### config.mk
export PLATFORM = sky130hd
export DESIGN_NAME = fcmp_pipe_flat
export DESIGN_NICKNAME = d
export VERILOG_FILES = /design/src/rtl/fcmp_pkg.sv /design/src/rtl/fcmp_if.sv /design/src/rtl/fcmp_core.sv /design/src/rtl/fcmp_pipe.sv /design/src/flat_wrapper.sv
export SDC_FILE = /design/constraint.sdc
export NUM_CORES = 1
export LEC_CHECK = 0
export BUFFER_PORTS_ARGS = -buffer_cell sky130_fd_sc_hd__buf_2
export CAP_MARGIN = 30
export CELL_PAD_IN_SITES_DETAIL_PLACEMENT = 0
export CELL_PAD_IN_SITES_GLOBAL_PLACEMENT = 1
export CORE_MARGIN = 5
export CORE_UTILIZATION = 25
export CTS_CLUSTER_SIZE = 30
export DETAILED_ROUTE_END_ITERATION = 16
export GPL_ROUTABILITY_DRIVEN = 0
export HOLD_SLACK_MARGIN = 0.05
export PLACE_DENSITY_LB_ADDON = 0.1
export SETUP_SLACK_MARGIN = 0.02
export SYNTH_ARGS = -nofsm -noshare
export SYNTH_HDL_FRONTEND = slang
export SYNTH_SLANG_ARGS = --single-unit
### constraint.sdc
create_clock -name clk -period 2.6 [get_ports clk]
set_input_delay 0.65 -clock clk [delete_from_list [all_inputs] [get_ports clk]]
set_output_delay 0.65 -clock clk [all_outputs]
set_load 0.02 [all_outputs]
### src/rtl/fcmp_pkg.sv
// Shared types and constants for the pipelined floating-point compare unit.
package fcmp_pkg;

    typedef enum logic [1:0] {
        FCMP_LT  = 2'b00,
        FCMP_LE  = 2'b01,
        FCMP_EQ  = 2'b10,
        FCMP_MIN = 2'b11
    } fcmp_op_t;

    typedef struct packed {
        logic is_zero;
        logic is_nan;
        logic sign;
    } fcmp_class_t;

    // Canonical quiet NaN {0, all-ones exponent, 1, zeros}; callers cast to their word width.
    function automatic logic [63:0] fcmp_qnan(input int exp_w, input int man_w);
        logic [63:0] v;
        v = '0;
        for (int i = 0; i < exp_w; i++) v[man_w+i] = 1'b1;
        v[man_w-1] = 1'b1;
        return v;
    endfunction

endpackage

### src/rtl/fcmp_if.sv
// Handshake bus of fcmp_pipe: operation request in, compare result out.
interface fcmp_if
    import fcmp_pkg::*;
#(
    parameter int EXP_W = 8,
    parameter int MAN_W = 23,
    parameter int TAG_W = 4
);
    localparam int W = 1 + EXP_W + MAN_W;

    logic             in_valid;
    logic             in_ready;
    fcmp_op_t         in_op;
    logic [W-1:0]     in_x1;
    logic [W-1:0]     in_x2;
    logic [TAG_W-1:0] in_tag;
    logic             out_valid;
    logic             out_ready;
    logic             out_y;
    logic [W-1:0]     out_val;
    logic [TAG_W-1:0] out_tag;
    logic             out_nan;

    modport master (
        output in_valid, in_op, in_x1, in_x2, in_tag, out_ready,
        input  in_ready, out_valid, out_y, out_val, out_tag, out_nan
    );

    modport slave (
        input  in_valid, in_op, in_x1, in_x2, in_tag, out_ready,
        output in_ready, out_valid, out_y, out_val, out_tag, out_nan
    );

endinterface

### src/rtl/fcmp_core.sv
// Combinational sign-magnitude compare of two packed floats; NaN detection only
// when FCMP_NAN_FLAG_EN is defined.
module fcmp_core
    import fcmp_pkg::*;
#(
    parameter  int EXP_W = 8,
    parameter  int MAN_W = 23,
    localparam int W     = 1 + EXP_W + MAN_W
) (
    input  logic [W-1:0] x1,
    input  logic [W-1:0] x2,
    output logic         lt,
    output logic         eq
`ifdef FCMP_NAN_FLAG_EN
    ,
    output logic [1:0]   nan
`endif
);

    fcmp_class_t c1, c2;
    logic        mlt, meq, any_nan;

    always_comb begin
        c1.sign    = x1[W-1];
        c2.sign    = x2[W-1];
        c1.is_zero = (x1[W-2:0] == '0);
        c2.is_zero = (x2[W-2:0] == '0);
`ifdef FCMP_NAN_FLAG_EN
        c1.is_nan  = (&x1[W-2:MAN_W]) && (x1[MAN_W-1:0] != '0);
        c2.is_nan  = (&x2[W-2:MAN_W]) && (x2[MAN_W-1:0] != '0);
`else
        c1.is_nan  = 1'b0;
        c2.is_nan  = 1'b0;
`endif
    end

    assign mlt     = x1[W-2:0] <  x2[W-2:0];
    assign meq     = x1[W-2:0] == x2[W-2:0];
    assign any_nan = c1.is_nan | c2.is_nan;

    // Signed zeros collapse to one value before any ordering decision.
    always_comb begin
        eq = !any_nan && ((c1.is_zero && c2.is_zero) || (c1.sign == c2.sign && meq));
        lt = 1'b0;
        if (!any_nan && !(c1.is_zero && c2.is_zero)) begin
            if (c1.sign != c2.sign) lt = c1.sign;
            else if (!c1.sign)      lt = mlt;
            else                    lt = !mlt && !meq;
        end
    end

`ifdef FCMP_NAN_FLAG_EN
    assign nan = {c2.is_nan, c1.is_nan};
`endif

endmodule

### src/rtl/fcmp_pipe.sv
// Two-stage pipelined float compare (LT/LE/EQ/MIN) with valid/ready back-pressure.
// Define FCMP_NAN_FLAG_EN for IEEE NaN handling and the out_nan flag.
module fcmp_pipe
    import fcmp_pkg::*;
#(
    parameter int EXP_W = 8,
    parameter int MAN_W = 23,
    parameter int TAG_W = 4
) (
    input  logic  clk,
    input  logic  rst,
    fcmp_if.slave bus
);

    localparam int W      = 1 + EXP_W + MAN_W;
    localparam int STAGES = 2;

    logic [STAGES:1]  vld_pipe;
    logic             en;

    logic [W-1:0]     s1_x1, s1_x2;
    fcmp_op_t         s1_op;
    logic [TAG_W-1:0] s1_tag;
    logic             s1_lt, s1_eq;
    logic             c_lt, c_eq;

    logic             s2_y;
    logic [W-1:0]     s2_val;
    logic [TAG_W-1:0] s2_tag;

    logic             r_y;
    logic [W-1:0]     r_val;

`ifdef FCMP_NAN_FLAG_EN
    localparam logic [W-1:0] QNAN = W'(fcmp_qnan(EXP_W, MAN_W));
    logic [1:0] c_nan, s1_nan;
    logic       s2_nan, r_nan;
`endif

    // Whole pipe stalls together; a bubble in S2 still lets the pipe advance.
    assign en            = !vld_pipe[STAGES] || bus.out_ready;
    assign bus.in_ready  = en;
    assign bus.out_valid = vld_pipe[STAGES];
    assign bus.out_y     = s2_y;
    assign bus.out_val   = s2_val;
    assign bus.out_tag   = s2_tag;
`ifdef FCMP_NAN_FLAG_EN
    assign bus.out_nan   = s2_nan;
`else
    assign bus.out_nan   = 1'b0;
`endif

    fcmp_core #(.EXP_W(EXP_W), .MAN_W(MAN_W)) u_core (
        .x1  (bus.in_x1),
        .x2  (bus.in_x2),
        .lt  (c_lt),
        .eq  (c_eq)
`ifdef FCMP_NAN_FLAG_EN
        ,
        .nan (c_nan)
`endif
    );

    // Equal operands under MIN keep x1 so min(-0,+0) returns -0 bit-exactly.
    always_comb begin
        r_y   = 1'b0;
        r_val = '0;
`ifdef FCMP_NAN_FLAG_EN
        r_nan = 1'b0;
`endif
        case (s1_op)
            FCMP_LT: r_y = s1_lt;
            FCMP_LE: r_y = s1_lt | s1_eq;
            FCMP_EQ: r_y = s1_eq;
            default: begin
                r_y   = !s1_lt && !s1_eq;
                r_val = r_y ? s1_x2 : s1_x1;
            end
        endcase
`ifdef FCMP_NAN_FLAG_EN
        if (|s1_nan) begin
            r_nan = 1'b1;
            r_y   = 1'b0;
            if (s1_op == FCMP_MIN) begin
                if (&s1_nan) r_val = QNAN;
                else if (s1_nan[0]) begin
                    r_val = s1_x2;
                    r_y   = 1'b1;
                end else r_val = s1_x1;
            end
        end
`endif
    end

    always_ff @(posedge clk) begin
        if (rst) begin
            vld_pipe <= '0;
            s1_x1    <= '0;
            s1_x2    <= '0;
            s1_op    <= FCMP_LT;
            s1_tag   <= '0;
            s1_lt    <= 1'b0;
            s1_eq    <= 1'b0;
            s2_y     <= 1'b0;
            s2_val   <= '0;
            s2_tag   <= '0;
`ifdef FCMP_NAN_FLAG_EN
            s1_nan   <= '0;
            s2_nan   <= 1'b0;
`endif
        end else if (en) begin
            vld_pipe <= {vld_pipe[STAGES-1:1], bus.in_valid};
            s1_x1    <= bus.in_x1;
            s1_x2    <= bus.in_x2;
            s1_op    <= bus.in_op;
            s1_tag   <= bus.in_tag;
            s1_lt    <= c_lt;
            s1_eq    <= c_eq;
            s2_y     <= r_y;
            s2_val   <= r_val;
            s2_tag   <= s1_tag;
`ifdef FCMP_NAN_FLAG_EN
            s1_nan   <= c_nan;
            s2_nan   <= r_nan;
`endif
        end
    end

endmodule
### src/flat_wrapper.sv
// flat-port wrapper written by rule: the top's interface ports become plain ports
module fcmp_pipe_flat import fcmp_pkg::*;
#(
    parameter int EXP_W = 8,
    parameter int MAN_W = 23,
    parameter int TAG_W = 4
)
  (clk, rst, bus_in_valid, bus_in_op, bus_in_x1, bus_in_x2, bus_in_tag, bus_out_ready, bus_in_ready, bus_out_valid, bus_out_y, bus_out_val, bus_out_tag, bus_out_nan);
  fcmp_if #(.EXP_W(EXP_W), .MAN_W(MAN_W), .TAG_W(TAG_W)) bus_i ();
  input  logic clk;
  input  logic rst;
  input wire logic [$bits(bus_i.in_valid)-1:0] bus_in_valid;
  input wire logic [$bits(bus_i.in_op)-1:0] bus_in_op;
  input wire logic [$bits(bus_i.in_x1)-1:0] bus_in_x1;
  input wire logic [$bits(bus_i.in_x2)-1:0] bus_in_x2;
  input wire logic [$bits(bus_i.in_tag)-1:0] bus_in_tag;
  input wire logic [$bits(bus_i.out_ready)-1:0] bus_out_ready;
  output wire logic [$bits(bus_i.in_ready)-1:0] bus_in_ready;
  output wire logic [$bits(bus_i.out_valid)-1:0] bus_out_valid;
  output wire logic [$bits(bus_i.out_y)-1:0] bus_out_y;
  output wire logic [$bits(bus_i.out_val)-1:0] bus_out_val;
  output wire logic [$bits(bus_i.out_tag)-1:0] bus_out_tag;
  output wire logic [$bits(bus_i.out_nan)-1:0] bus_out_nan;
  assign bus_i.in_valid = bus_in_valid;
  assign bus_i.in_op = bus_in_op;
  assign bus_i.in_x1 = bus_in_x1;
  assign bus_i.in_x2 = bus_in_x2;
  assign bus_i.in_tag = bus_in_tag;
  assign bus_i.out_ready = bus_out_ready;
  assign bus_in_ready = bus_i.in_ready;
  assign bus_out_valid = bus_i.out_valid;
  assign bus_out_y = bus_i.out_y;
  assign bus_out_val = bus_i.out_val;
  assign bus_out_tag = bus_i.out_tag;
  assign bus_out_nan = bus_i.out_nan;
  fcmp_pipe #(.EXP_W(EXP_W), .MAN_W(MAN_W), .TAG_W(TAG_W)) u_core (.clk(clk), .rst(rst), .bus(bus_i));
endmodule
# Word-level counts from Yosys, hierarchy flattened
# Index checks and enable logic that the tools add are counted.
# totals
reg_bits,111
# op_classes
n_eq_ne,5
mux,6
magnitude_cmp,1
n_reduce_logical,15
bitwise_logic,1
# op_table
cell,count
2-to-1 mux 32 bit,2
zero test 31 bit,2
== test 31 bit,1
less-than comparator 31 bit,1
zero test 1 bit,5
logical AND 1 bit,4
2-to-1 mux 1 bit,3
case mux 1 bit (3 select lines),1
OR reduction 3 bit,1
"== test 2 x 1 -> 1 bit, second input constant",1
"== test 2 bit, second input constant",1
zero test 2 bit,1
logical OR 1 bit,2
== test 1 bit,1
inequality test 1 bit,1
bitwise OR 1 bit,1

# Depth between registers and ports, before layout
# logic_depth
ltp_word,6
depth_mapped,9
ltp_nobuf,9

# Modules after synthesis
# A second synthesis with hierarchy kept.
# unflattened
hier_cells,589
area_unflattened_um2,5072.4
# by_module_without_submodules
mod,n_inst,area_per_inst_um2,cells_each
fcmp_pipe,1,4102.7,456
fcmp_core,1,969.7,133

# Worst setup path after synthesis
# Ideal clock, no wire load.
# synth_timing
path_kind,input to register
start,input bus_in_x2[10]
end,register u_core.s1_lt
setup_ps,117
required_ps,2483
path_buffers,0
stages,9
t_arrival_ps,1880
slack_ps,603
cell_sequence,inv_1 > ha_1 > a21oi_1 > o21ai_1 > a221oi_1 > o31ai_1 > a21oi_1 > o21a_1 > o21ai_1
# synth_between
elab_chain_len,6
word_cells_on_any_way,10
cone_classes,1 x order compare; 1 x eq/ne; 3 x mux; 5 x reduce/logical
# synth_rtl
element,line_no,rtl
from (decl),flat_wrapper.sv:15,input wire logic [$bits(bus_i.in_x2)-1:0] bus_in_x2;
less-than comparator 31 bit / == test 31 bit (equally long branches),"fcmp_core.sv:37, fcmp_core.sv:38",
zero test 1 bit,fcmp_core.sv:48,else lt = !mlt && !meq;
logical AND 1 bit,fcmp_core.sv:48,
2-to-1 mux 1 bit,fcmp_core.sv:47,else if (!c1.sign) lt = mlt;
2-to-1 mux 1 bit,fcmp_core.sv:46,if (c1.sign != c2.sign) lt = c1.sign;
2-to-1 mux 1 bit (*),fcmp_core.sv:45,if (!any_nan && !(c1.is_zero && c2.is_zero)) begin
to (signal assigned),fcmp_pipe.sv:117,s1_lt <= c_lt;
to (decl),fcmp_pipe.sv:24,"logic s1_lt, s1_eq;"
# Every way passes the cells marked *; elsewhere a longest branch is shown, timed or not.
# A chain may end at the register's enable or synchronous reset.

# Worst setup path in the final report
# Same ends and word-level chain as after synthesis.

==> results.json <==
{
  "cts_buffers": 9,
  "grt_usage_pct": 14.4,
  "drtIter0Drc": 229,
  "syn_nets": 799,
  "ctsResizeCount": 0,
  "fin_nets": 889,
  "finalCritPeriodShare_pct": 78.1,
  "synth_edf_count": 0,
  "fin_hold_ws_ns": 0.449,
  "cts.sinks": 111,
  "power.density_nw_per_um2": 595,
  "cp.required_ns": 2.85,
  "endpoint_kind": "register",
  "path_max_fanout": 3,
  "utilization_pct": 30.8,
  "ys_warn_count": 0,
  "dpl.hpwl_mm": 11.7,
  "num_rows": 52,
  "worstSetupPathType": "input pin to register",
  "arrival_ns": 2.28,
  "ios": 114,
  "cts_setup_buffers": 0,
  "postSynthAreaPerCell_sq_um": 7.30,
  "ff2ff_path_depth": 6,
  "wl_per_cell_um": 15.7,
  "grt_pass1_wl_mm": 27.0,
  "ant_nets": 0,
  "fill_cells": 2238,
  "insertion_delay_ns": 0.36,
  "seq_area_frac_synth_pct": 43.8,
  "drc": 0,
  "finalSetupTns_ns": 0,
  "areaGrowthSynthToFinish_pct": 22.0,
  "drive_above_1_share_pct": 18.3,
  "cap_violations": 0,
  "multi_input_area_sq_um": 2540,
  "io_buffers": 112,
  "worst_pin_slew_ns": 0.554,
  "cts_root_buf": "clkbuf_16",
  "drt_first_pass_iters": 4,
  "start_util_pct": 25.2,
  "slew_headroom_pct": 63.1,
  "leakagePower_nw": 2.75,
  "core-area_sq_um": 20100,
  "syn_area_sq_um": 5070,
  "grt_pass1_vias": 4896,
  "grt_remaining_overflow": 0,
  "cts_tree": "done",
  "synth_cell_type_count": 29,
  "rsz0062_at_grt": "no",
  "cts_hold_buf": 0,
  "vias": 4926,
  "slew_viol_final": 0,
  "dpl_worst_slack_ns": 0.200,
  "status": "finished, final reports clean",
  "max_freq_mhz": 492,
  "dieArea_sq_um": 23200,
  "clk_pin_slew_worst_paths_ns": 0.08,
  "syn_inst": 694,
  "clockBufferDepth": 2,
  "ys_ff_latch": 111,
  "startpoint_type": "input pin",
  "dieHeight_um": 152,
  "htreeDepth": 3,
  "routed_wl_mm": 16.6,
  "detail_route.vias_per_cell": 4.65,
  "ir_drop_mv": 0.270,
  "fin_crit_ns": 2.03,
  "ys.flop_type": "dfxtp_1",
  "setup_violations": 0,
  "antennaDiodeCount": 0,
  "die_x_um": 152,
  "antenna_found_initial": 0,
  "grt_max_degree": 113,
  "setup_ws_ns": 0.569,
  "holdPathStages": 2,
  "hold_violations": 0,
  "async_flop_share_pct": 0,
  "hp-class": "register to register",
  "fin_skew_ns": 0.00716,
  "regArea_sq_um": 2220
}
[Yosys cell counts, types with 2 or more instances]
master    count  area share, %
a211oi_1      3           0.44
a21oi_1     154             15
a221oi_1      2           0.35
buf_2        18            1.8
clkbuf_1     25            1.9
dfxtp_1     111             44
ha_1         31            7.7
inv_1        33            2.4
nand2_1     220             16
nand3_1       4           0.39
nand3b_1      2           0.30
nand4_1      11            1.4
nor2_1       39            2.9
nor2b_1       2           0.25
nor3_1        3           0.30
nor4_1       16            2.0
nor4_2        2           0.49
o21ai_0       6           0.59
o21ai_1       2           0.20
[final timing paths]
kind                                 startpoint                                  to  slack [ns]
setup / recovery                  bus_in_x2[10]           u_core.s1_lt$_SDFFE_PP0P_        0.57
hold / removal    u_core.s1_tag[2]$_SDFFE_PP0P_       u_core.s1_tag[2]$_SDFFE_PP0P_        0.45
setup reg to reg      u_core.s1_eq$_SDFFE_PP0P_  u_core.bus.out_val[3]$_SDFFE_PP0P_        1.07
hold reg to reg   u_core.s1_tag[2]$_SDFFE_PP0P_       u_core.s1_tag[2]$_SDFFE_PP0P_        0.45
[state kept, by name, summed over array words and instances (netlist names)]
register,cells
u_core.s1_x2,32
u_core.vld_pipe,2
u_core.bus.out_y,1
u_core.s1_x1,32
u_core.s1_tag,4
u_core.bus.out_val,32
u_core.bus.out_tag,4
u_core.s1_op,2
u_core.s1_lt,1
u_core.s1_eq,1
[worst max-delay path: stages]
cell,delay (ns)
buf_2,0.12
inv_1,0.05
ha_1,0.32
a21oi_1,0.14
o21ai_1,0.08
a221oi_1,0.34
o31ai_1,0.17
a21oi_1,0.21
o21a_1,0.13
o21ai_1,0.06
[logic make-up after synthesis]
family | count (synthesis) | share of synthesized area (%)
buffers and inverters | 78 | 6.29
AND/OR/NAND/NOR | 301 | 24.5
adder cells (fa/ha/maj) | 31 | 7.65
other | 1 | 0.0740
flip-flops | 111 | 43.8
XOR/XNOR | 1 | 0.173
AO/OA/AOI/OAI | 171 | 17.5
[through the flow]
stage	power [W]	std cells	area, sq um
floorplan	0.00214	694	5070
global placement	0.00236	1043	5910
detailed placement	0.00237	1043	5910
CTS	0.00375	1059	6180
global route	0.00387	1059	6180
finish	0.00368	1059	6180
[placed cells by master, fill, tap and decap left out, types with 2 or more instances in the layout]
cell type | netlist | layout
nand2_1 | 220 | 220
a21oi_1 | 154 | 154
buf_2 | 18 | 111
dfxtp_1 | 111 | 111
nor2_1 | 39 | 38
inv_1 | 33 | 33
ha_1 | 31 | 31
nor4_1 | 16 | 16
nand4_1 | 11 | 11
clkbuf_16 | 0 | 9
buf_4 | 1 | 9
o21ai_0 | 6 | 6
nand3_1 | 4 | 4
a211oi_1 | 3 | 3
nor3_1 | 3 | 3
buf_12 | 0 | 3
nor4_2 | 2 | 2
nand3b_1 | 2 | 2
o21ai_1 | 2 | 2
a221oi_1 | 2 | 2
clkbuf_1 | 25 | 2
[layer usage]
| layer | vias up | track usage, % | routed length, um |
|---|---|---|---|
| li1 | 2485 | - | - |
| met1 | 2312 | 19.8 | 8080 |
| met2 | 116 | 23.1 | 7610 |
| met3 | 13 | 2.53 | 742 |
| met4 | 0 | 4.41 | 221 |
| met5 | - | 0 | 0 |
[final cells by class]
class                           count  share of cell area [%]
Clock buffer                       12                    3.99
Sequential cell                   111                    35.9
Tap cell                          270                    5.46
Timing Repair Buffer              123                    11.0
Clock inverter                      4                   0.486
Multi-Input combinational cell    505                    41.0
Inverter                           34                    2.06
[where the power goes]
group          switching, W  internal (W)
logic              0.000319      0.000180
clock network      0.000679      0.000684
registers         0.0000396       0.00178
total               0.00104       0.00264
Note: power is estimated with default switching activity, not from simulation.
